===== config.mk =====
export PLATFORM = sky130hd
export DESIGN_NAME = exibe_sequencia_controle
export DESIGN_NICKNAME = d
export VERILOG_FILES = /design/src/rtl/exibe_sequencia_controle.sv
export SDC_FILE = /design/constraint.sdc
export NUM_CORES = 1
export LEC_CHECK = 0
export ABC_CLOCK_PERIOD_IN_PS = 1800
export BUFFER_PORTS_ARGS = -buffer_cell sky130_fd_sc_hd__buf_2
export CAP_MARGIN = 40
export CORE_ASPECT_RATIO = 2
export CORE_UTILIZATION = 46
export DETAILED_ROUTE_END_ITERATION = 12
export PLACE_DENSITY = 0.76
export SLEW_MARGIN = 10
export SYNTH_ARGS = -nofsm -noshare
export SYNTH_HDL_FRONTEND = slang
export SYNTH_SLANG_ARGS = --single-unit

===== constraint.sdc =====
create_clock -name clock -period 1.8 [get_ports clock]
set_input_delay 0.36 -clock clock [delete_from_list [all_inputs] [get_ports clock]]
set_output_delay 0.36 -clock clock [all_outputs]
set_load 0.03 [all_outputs]

===== src/rtl/exibe_sequencia_controle.sv =====
// Show-sequence sequencer for the memory game.
// Walks jogadas memory 0..rodada, lighting each value T_ON then blanking T_OFF.
module exibe_sequencia_controle #(
  parameter int ADDR_W = 4,
  parameter int T_ON   = 3,
  parameter int T_OFF  = 2
) (
  input  logic              clock,
  input  logic              reset,
  input  logic              iniciar,
  input  logic              cancela,
  input  logic [ADDR_W-1:0] rodada,
  input  logic [3:0]        dado_mem,
  output logic [ADDR_W-1:0] endereco,
  output logic [3:0]        leds,
  output logic              ocupado,
  output logic              pronto,
  output logic [2:0]        db_estado
);

  typedef enum logic [2:0] {
    OCIOSO  = 3'd0,
    CARREGA = 3'd1,
    ACESO   = 3'd2,
    APAGADO = 3'd3,
    PROXIMO = 3'd4,
    FIM     = 3'd5
  } estado_t;

  localparam logic [15:0] T_ON_M1  = 16'(T_ON - 1);
  localparam logic [15:0] T_OFF_M1 = 16'(T_OFF - 1);

  estado_t           estado;
  logic [15:0]       timer;
  logic [ADDR_W-1:0] rodada_reg;

  always_ff @(posedge clock or posedge reset) begin
    if (reset) begin
      estado     <= OCIOSO;
      timer      <= '0;
      rodada_reg <= '0;
      endereco   <= '0;
      leds       <= '0;
    end else if (cancela) begin
      // abort wins over start and over timer expiry
      estado   <= OCIOSO;
      timer    <= '0;
      endereco <= '0;
      leds     <= '0;
    end else begin
      case (estado)
        OCIOSO: begin
          endereco <= '0;
          leds     <= '0;
          timer    <= '0;
          if (iniciar) begin
            rodada_reg <= rodada;
            estado     <= CARREGA;
          end
        end
        CARREGA: begin
          leds   <= dado_mem;
          timer  <= '0;
          estado <= ACESO;
        end
        ACESO: begin
          if (timer == T_ON_M1) begin
            leds   <= '0;
            timer  <= '0;
            estado <= APAGADO;
          end else begin
            timer <= timer + 16'd1;
          end
        end
        APAGADO: begin
          if (timer == T_OFF_M1) begin
            timer  <= '0;
            estado <= (endereco == rodada_reg) ? FIM : PROXIMO;
          end else begin
            timer <= timer + 16'd1;
          end
        end
        PROXIMO: begin
          endereco <= endereco + 1'b1;
          estado   <= CARREGA;
        end
        FIM: begin
          endereco <= '0;
          estado   <= OCIOSO;
        end
        default: begin
          endereco <= '0;
          leds     <= '0;
          timer    <= '0;
          estado   <= OCIOSO;
        end
      endcase
    end
  end

  assign ocupado   = (estado == CARREGA) || (estado == ACESO) ||
                     (estado == APAGADO) || (estado == PROXIMO);
  assign pronto    = (estado == FIM);
  assign db_estado = estado;

endmodule


==> key figures, run 1 <==
Flow run
  • Number of max-cap violations: 0

Routing
  • Via density: around 6.0
  • Antenna-violating nets left: 0
  • # DRC: 0
  • Drt pass-1 iters: 4
  • Wire length per cell: between 15 and 20 µm
  • Routed WL: approximately 4800 µm
  • Iter 0 DRT Violations: 83
  • Via count: around 1,700

Die
  • Core area: a little under 4000 µm²
  • Num rows: 32
  • Die height: about 92 µm
  • Full die area: approximately 4300 µm²
  • Die Width: roughly 47 µm
  • Initial core utilization: 0.480
  • Top-level port count: 25

Global routing
  • Vias in the first global route: roughly 1,700
  • Antenna violations before repair: 0
  • First-pass GRT wire length: between 7000 and 8000 µm
  • Total track usage: 0.250
  • Gr ovfl total: 0
  • Largest net degree at the start of global routing: 32

Logic synthesis
  • Mapped Cells: 191
  • Post-synth top flop: dfrtp_1
  • Synthesized area: 1840 µm²
  • YS warnings: 0
  • Post-synthesis register bit count: 31
  • Post-synth ARST share: 1.00
  • Sequential area share after synthesis: 0.421
  • Mapped Nets: 207
  • Syn avg cell area: a little under 10 µm²
  • Post-synth EDFFs: 0
  • Distinct cells, synth: 49

Cells and area
  • # diodes: 0
  • Fillers: 339
  • Layout net count: roughly 250
  • Share of cells above drive strength 1: 0.313
  • Post-route insts no fill: approximately 280
  • Largest register FFs: 16
  • Area grow syn2layout: 22.7%
  • Top reg by flops: timer
  • Final Instance Area: 2260 µm²

Power and ir drop
  • Static Leakage: about 1.1 nW
  • Worst vdd ir: 474 µV
  • Clock power share: 0.386
  • P_sw: about 0.5 mW
  • Comb power frac: 0.186
  • Sw frac: 0.275
  • Tot Pwr: approximately 1.9 mW
  • Power Dens Cells: roughly 800 nW/µm²
  • Int Pwr: between 1 and 1.5 mW
  • Register share of total power: 0.428

STA
  • Worst slew pin tran: 508 ps
  • Final setup viols: 0
  • Post-route setup slack: a little over 70 ps
  • Slew margin rel.: 0.657
  • Final hold vios: 0
  • Tcrit/Tclk final: 0.961
  • Slew Viols, Final: 0
  • Worst Skew: ~5.2 ps
  • Fmax: 0.578 GHz
  • Setup_tns: 0 ps
  • Final Critical Period: 1730 ps

Critical path
  • Crit path max fanout: 9
  • Critical path startpoint category: flop
  • Critical Path RT: approximately 1400 ps
  • Crit path cell chain: buf_4, buf_4, xnor2_4, buf_6
  • Cell mode on critical path: buf_4
  • Reg-to-reg slack, setup: approximately 90 ps
  • RR Endpoint: timer[12]
  • Slowest library cell on the worst path: dfrtp_2
  • R2r startpoint: timer[7]
  • Worst R2R Path Depth: 4
  • CP endpoint kind: output pin
  • Crit Path Class: reg -> out
  • Crit path DAT: around 1400 ps
  • Max stage delay on crit path: ~450 ps

Clock tree
  • CTS H-tree depth: 2
  • Hold-fix buffers, CTS: 0
  • Reg clk slew, reported paths: around 70 ps
  • Worst skew pair latency: ~290 ps
  • CTS Root Cell: clkbuf_8
  • CTS Buf Count: 5
  • Clock sink count: 31
  • CTS tree: yes
  • Max clock buf depth: 2

Placed design
  • Placed cells: around 270
  • DP Wirelength: approximately 3400 µm
  • Final GP Congestion: about 0.86
  • Input/output buffers: 24
  • Post-place setup slack: just under 100 ps
  • Post-DP Area: roughly 2100 µm²

Outcome
  • Status: finished, final reports clean

Min path
  • Type of the worst min-delay path: in -> async
[kinds of logic (layout without fill, tap and decap cells)]
group / count (synthesis) / after routing / share of synthesized area
XOR/XNOR: 8 / 8 / 0.0380
AO/OA/AOI/OAI: 35 / 35 / 0.145
adder cells (fa/ha/maj): 4 / 4 / 0.0271
multiplexers: 5 / 5 / 0.0298
buffers and inverters: 16 / 55 / 0.0468
AND/OR/NAND/NOR: 92 / 92 / 0.293
flip-flops: 31 / 31 / 0.421
[cells in the mapped netlist (4+ instances only)]
| cell type | n | area, µm² |
|---|---|---|
| nand2_1 | 18 | 67.6 |
| dfrtp_1 | 31 | 776 |
| or3_1 | 5 | 31.3 |
| mux2_2 | 4 | 45.0 |
| nand4_1 | 7 | 43.8 |
| nor3b_1 | 5 | 37.5 |
| a21o_1 | 6 | 45.0 |
| nor3_1 | 5 | 25.0 |
| xor2_1 | 5 | 43.8 |
| nor2_1 | 6 | 22.5 |
| and3_1 | 6 | 37.5 |
| clkbuf_1 | 4 | 15.0 |
| nand3_1 | 19 | 95.1 |
| inv_1 | 5 | 18.8 |
| a211o_1 | 4 | 35.0 |
| nor4_1 | 5 | 31.3 |
| o21ai_1 | 4 | 20.0 |
| a32o_1 | 4 | 40.0 |
| ha_1 | 4 | 50.1 |
[layout make-up]
| type | instances | area, µm² | area share |
|---|---|---|---|
| Tap cell | 51 | 63.8 | 0.0282 |
| Clock buffer | 6 | 82.6 | 0.0365 |
| Sequential cell | 31 | 778 | 0.344 |
| Multi-Input combinational cell | 144 | 1020 | 0.452 |
| Inverter | 5 | 18.8 | 0.00829 |
| Timing Repair Buffer | 42 | 262 | 0.116 |
| Clock inverter | 2 | 35.0 | 0.0155 |
[through the flow]
| stage | hold WS (ps) | util |
|---|---|---|
| floorplan | 464 | - |
| global placement | 455 | 0.547 |
| detailed placement | 465 | 0.547 |
| CTS | 158 | 0.578 |
| global route | 196 | 0.589 |
| finish | 146 | 0.589 |
[critical path: cells and delay by family (launching register included)]
kind	cells	cell delay, ps
xor gates and xnor gates	1	150
buffers and inverters	3	490
DFF	1	450
[layer usage]
layer  share of wire  vias up  track usage  routed length (µm)
met5               0        -            0                   0
met4           0.040        0        0.167                 191
met3           0.030       18       0.0497                 145
met2            0.59       62        0.433                2800
met1            0.34      805        0.242                1630
li1                -      799            -                   -
[timing repair]
action                     CTS  global route
gates resized for setup      1             7
pin swaps                    0             1
setup endpoints to repair    1             5
setup buffers                0             1
[worst max path at each step]
stage                        end  cells after the start         start
CTS                      ocupado                      4  db_estado[2]
floorplan                ocupado                      3  db_estado[1]
finish                   ocupado                      4  db_estado[2]
detailed placement     timer[12]                      5      timer[1]
global route             ocupado                      4  db_estado[2]
global placement    db_estado[2]                      4      timer[8]
[cells in the final DEF (no fill, tap or decap), types with 3 or more instances in the layout]
cell / count
dfrtp_1: 29
buf_2: 23
nand3_1: 19
nand2_1: 18
buf_4: 18
nand4_1: 7
and3_1: 6
nor2_1: 6
a21o_1: 6
clkbuf_8: 6
or3_1: 5
inv_1: 5
xor2_1: 5
nor3_1: 5
nor3b_1: 4
a32o_1: 4
mux2_2: 4
o21ai_1: 4
a211o_1: 4
ha_1: 4
nor4_1: 3
o21ai_0: 3
a31oi_1: 3
[power by group through the flow]
stage          clock [mW]  sequential (mW)  combinational [mW]
2_1_floorplan           0            0.815               0.198
3_3_place_gp            0            0.805               0.311
3_5_place_dp            0            0.806               0.318
4_1_cts             0.729            0.793               0.323
5_1_grt             0.757            0.804               0.379
6_report            0.716            0.795               0.345
No activity file was read; power rests on OpenSTA's default activity.
==> run 2: changes to the inputs <==
- ABC_CLOCK_PERIOD_IN_PS: 1800 -> 1700
- clock period: 1.8 -> 1.7 ns (I/O delays scaled with it)
==> key figures, run 2 (same netlist as run 1, synthesis figures left out) <==
Routing
  • Via count: 1,708 (+1.4%)
  • Routed WL: 4440 µm (-6.9%)
  • Wire length per cell: 15.5 µm (-8.9%)
  • Drt pass-1 iters: 4 (unchanged)
  • Antenna-violating nets left: 0 (unchanged)
  • Iter 0 DRT Violations: 39 (-53%)
  • # DRC: 0 (unchanged)
  • Via density: 5.95 (-0.70%)

Flow run
  • Number of max-cap violations: 0 (unchanged)

Die
  • Die height: 91.5 µm (unchanged)
  • Die Width: 46.8 µm (unchanged)
  • Core area: 3840 µm² (unchanged)
  • Top-level port count: 25 (unchanged)
  • Num rows: 32 (unchanged)
  • Initial core utilization: 0.480 (unchanged)
  • Full die area: 4280 µm² (unchanged)

Clock tree
  • CTS H-tree depth: 2 (unchanged)
  • Reg clk slew, reported paths: 60 ps (about the same)
  • CTS tree: yes
  • Max clock buf depth: 2 (unchanged)
  • CTS Root Cell: clkbuf_8
  • CTS Buf Count: 5 (unchanged)
  • Worst skew pair latency: 280 ps (about the same)
  • Hold-fix buffers, CTS: 0 (unchanged)
  • Clock sink count: 31 (unchanged)

Critical path
  • Critical path startpoint category: flop
  • CP endpoint kind: output pin
  • Crit Path Class: reg -> out
  • Crit path DAT: 1300 ps (-70 ps)
  • Crit path max fanout: 6 (-3)
  • Critical Path RT: 1360 ps (-80 ps)

Global routing
  • Gr ovfl total: 0 (unchanged)
  • First-pass GRT wire length: 7130 µm (-6.9%)
  • Largest net degree at the start of global routing: 32 (unchanged)
  • Vias in the first global route: 1,622 (-3.6%)
  • Total track usage: 0.230 (-0.0198)
  • Antenna violations before repair: 0 (unchanged)

Cells and area
  • Share of cells above drive strength 1: 0.360 (+0.0471)
  • Area grow syn2layout: 25.0%
  • Commonest cells after routing, fill and taps aside: 26 x dfrtp_1, 24 x buf_2, 22 x buf_4, 19 x nand3_1, 18 x nand2_1
  • Largest register FFs: 16 (unchanged)
  • Commonest non-fill, non-tap cell in the layout: dfrtp_1
  • Top reg by flops: timer
  • Layout net count: 252 (+2.9%)
  • # diodes: 0 (unchanged)
  • Final Instance Area: 2310 µm² (+1.9%)

Power and ir drop
  • Static Leakage: 1.15 nW (+2.6%)
  • Tot Pwr: 1.79 mW (-3.6%)
  • Worst vdd ir: 574 µV (+21%)
  • Power Dens Cells: 776 nW/µm² (-5.4%)

STA
  • Worst slew pin tran: 495 ps (-13.1 ps)
  • Final hold vios: 0 (unchanged)
  • Final setup viols: 0 (unchanged)
  • Hold slack: 133 ps (-13.1 ps)
  • Final Critical Period: 1640 ps
  • Slew margin rel.: 0.666 (+0.00886)
  • Post-route setup slack: 62.0 ps (-8.44 ps)
  • Slew Viols, Final: 0 (unchanged)
  • Worst Skew: 4.57 ps (-0.630 ps)
  • Fmax: 0.610 GHz
  • Tcrit/Tclk final: 0.964

Outcome
  • Status: finished, final reports clean

Placed design
  • Input/output buffers: 24 (unchanged)
  • Final GP Congestion: 0.905 (+5.1%)
  • DP Wirelength: 3250 µm (-4.0%)
  • Post-place setup slack: -11.0 ps (-110 ps)
  • Post-DP Area: 2130 µm² (+1.4%)

Min path
  • Type of the worst min-delay path: in -> async
## run 2: cell types whose count changed in the layout (fill, tap and decap cells not counted), sizes merged
| cell | before | now |
|---|---|---|
| buf | 42 | 49 |
| bufinv | 1 | 0 |
## run 2: metal layers
metal	part of all wire	routed length [µm]	global-route usage	vias up
li1	-	-	-	816
met1	0.37	1650	0.213	851
met2	0.59	2600	0.432	33
met3	0.019	86	0.0318	8
met4	0.022	98	0.119	0
met5	0	0	0	-
## run 2: per-stage QoR
stage / instances / utilization / setup TNS, ps
after floorplan: 191 / - / 0
after global placement: 276 / 0.554 / 0
after detailed placement: 276 / 0.554 / -15.3
after CTS: 283 / 0.583 / 0
after global routing: 287 / 0.600 / -14.2
final: 287 / 0.600 / 0
## run 2: path summary, 6_finish.rpt
kind | start | end | slack, ps | cells past startpoint
max in group asynchronous | reset | db_estado[0] | 1240 | 3
hold reg to reg | leds[2] | leds[2] | 500 | 1
min in group clock | rodada[2] | rodada_reg[2] | 290 | 2
setup / recovery | db_estado[1] | ocupado | 60 | 4
setup reg to reg | timer[1] | timer[12] | 70 | 5
hold / removal | reset | timer[14] | 130 | 3
## run 2: cell type report
cell class / instances / area [µm²]
flip-flops and latches: 31 / 782
inverters: 5 / 18.8
repair buffers: 49 / 319
multi-input cells: 144 / 1030
clock inverters: 1 / 5.00
fillers: 356 / 1540
clock buffers: 6 / 82.6
well taps: 51 / 63.8
## run 2: timing repair
action	in CTS	in global routing
gates cloned	0	1
gates resized for setup	5	12
endpoints found under the setup margin	5	14
pin swaps	0	3
setup buffers	0	3
## run 2: power by group
group	switching [mW]	total, mW	internal, mW
clock	0.270	0.587	0.317
combinational	0.196	0.364	0.168
sequential	0.0498	0.839	0.789
## run 2: critical path, cell delays in order, from the launching register on
cell	delay (ps)
dfrtp_1	430
buf_6	160
nor2_4	140
xnor2_2	130
buf_6	150
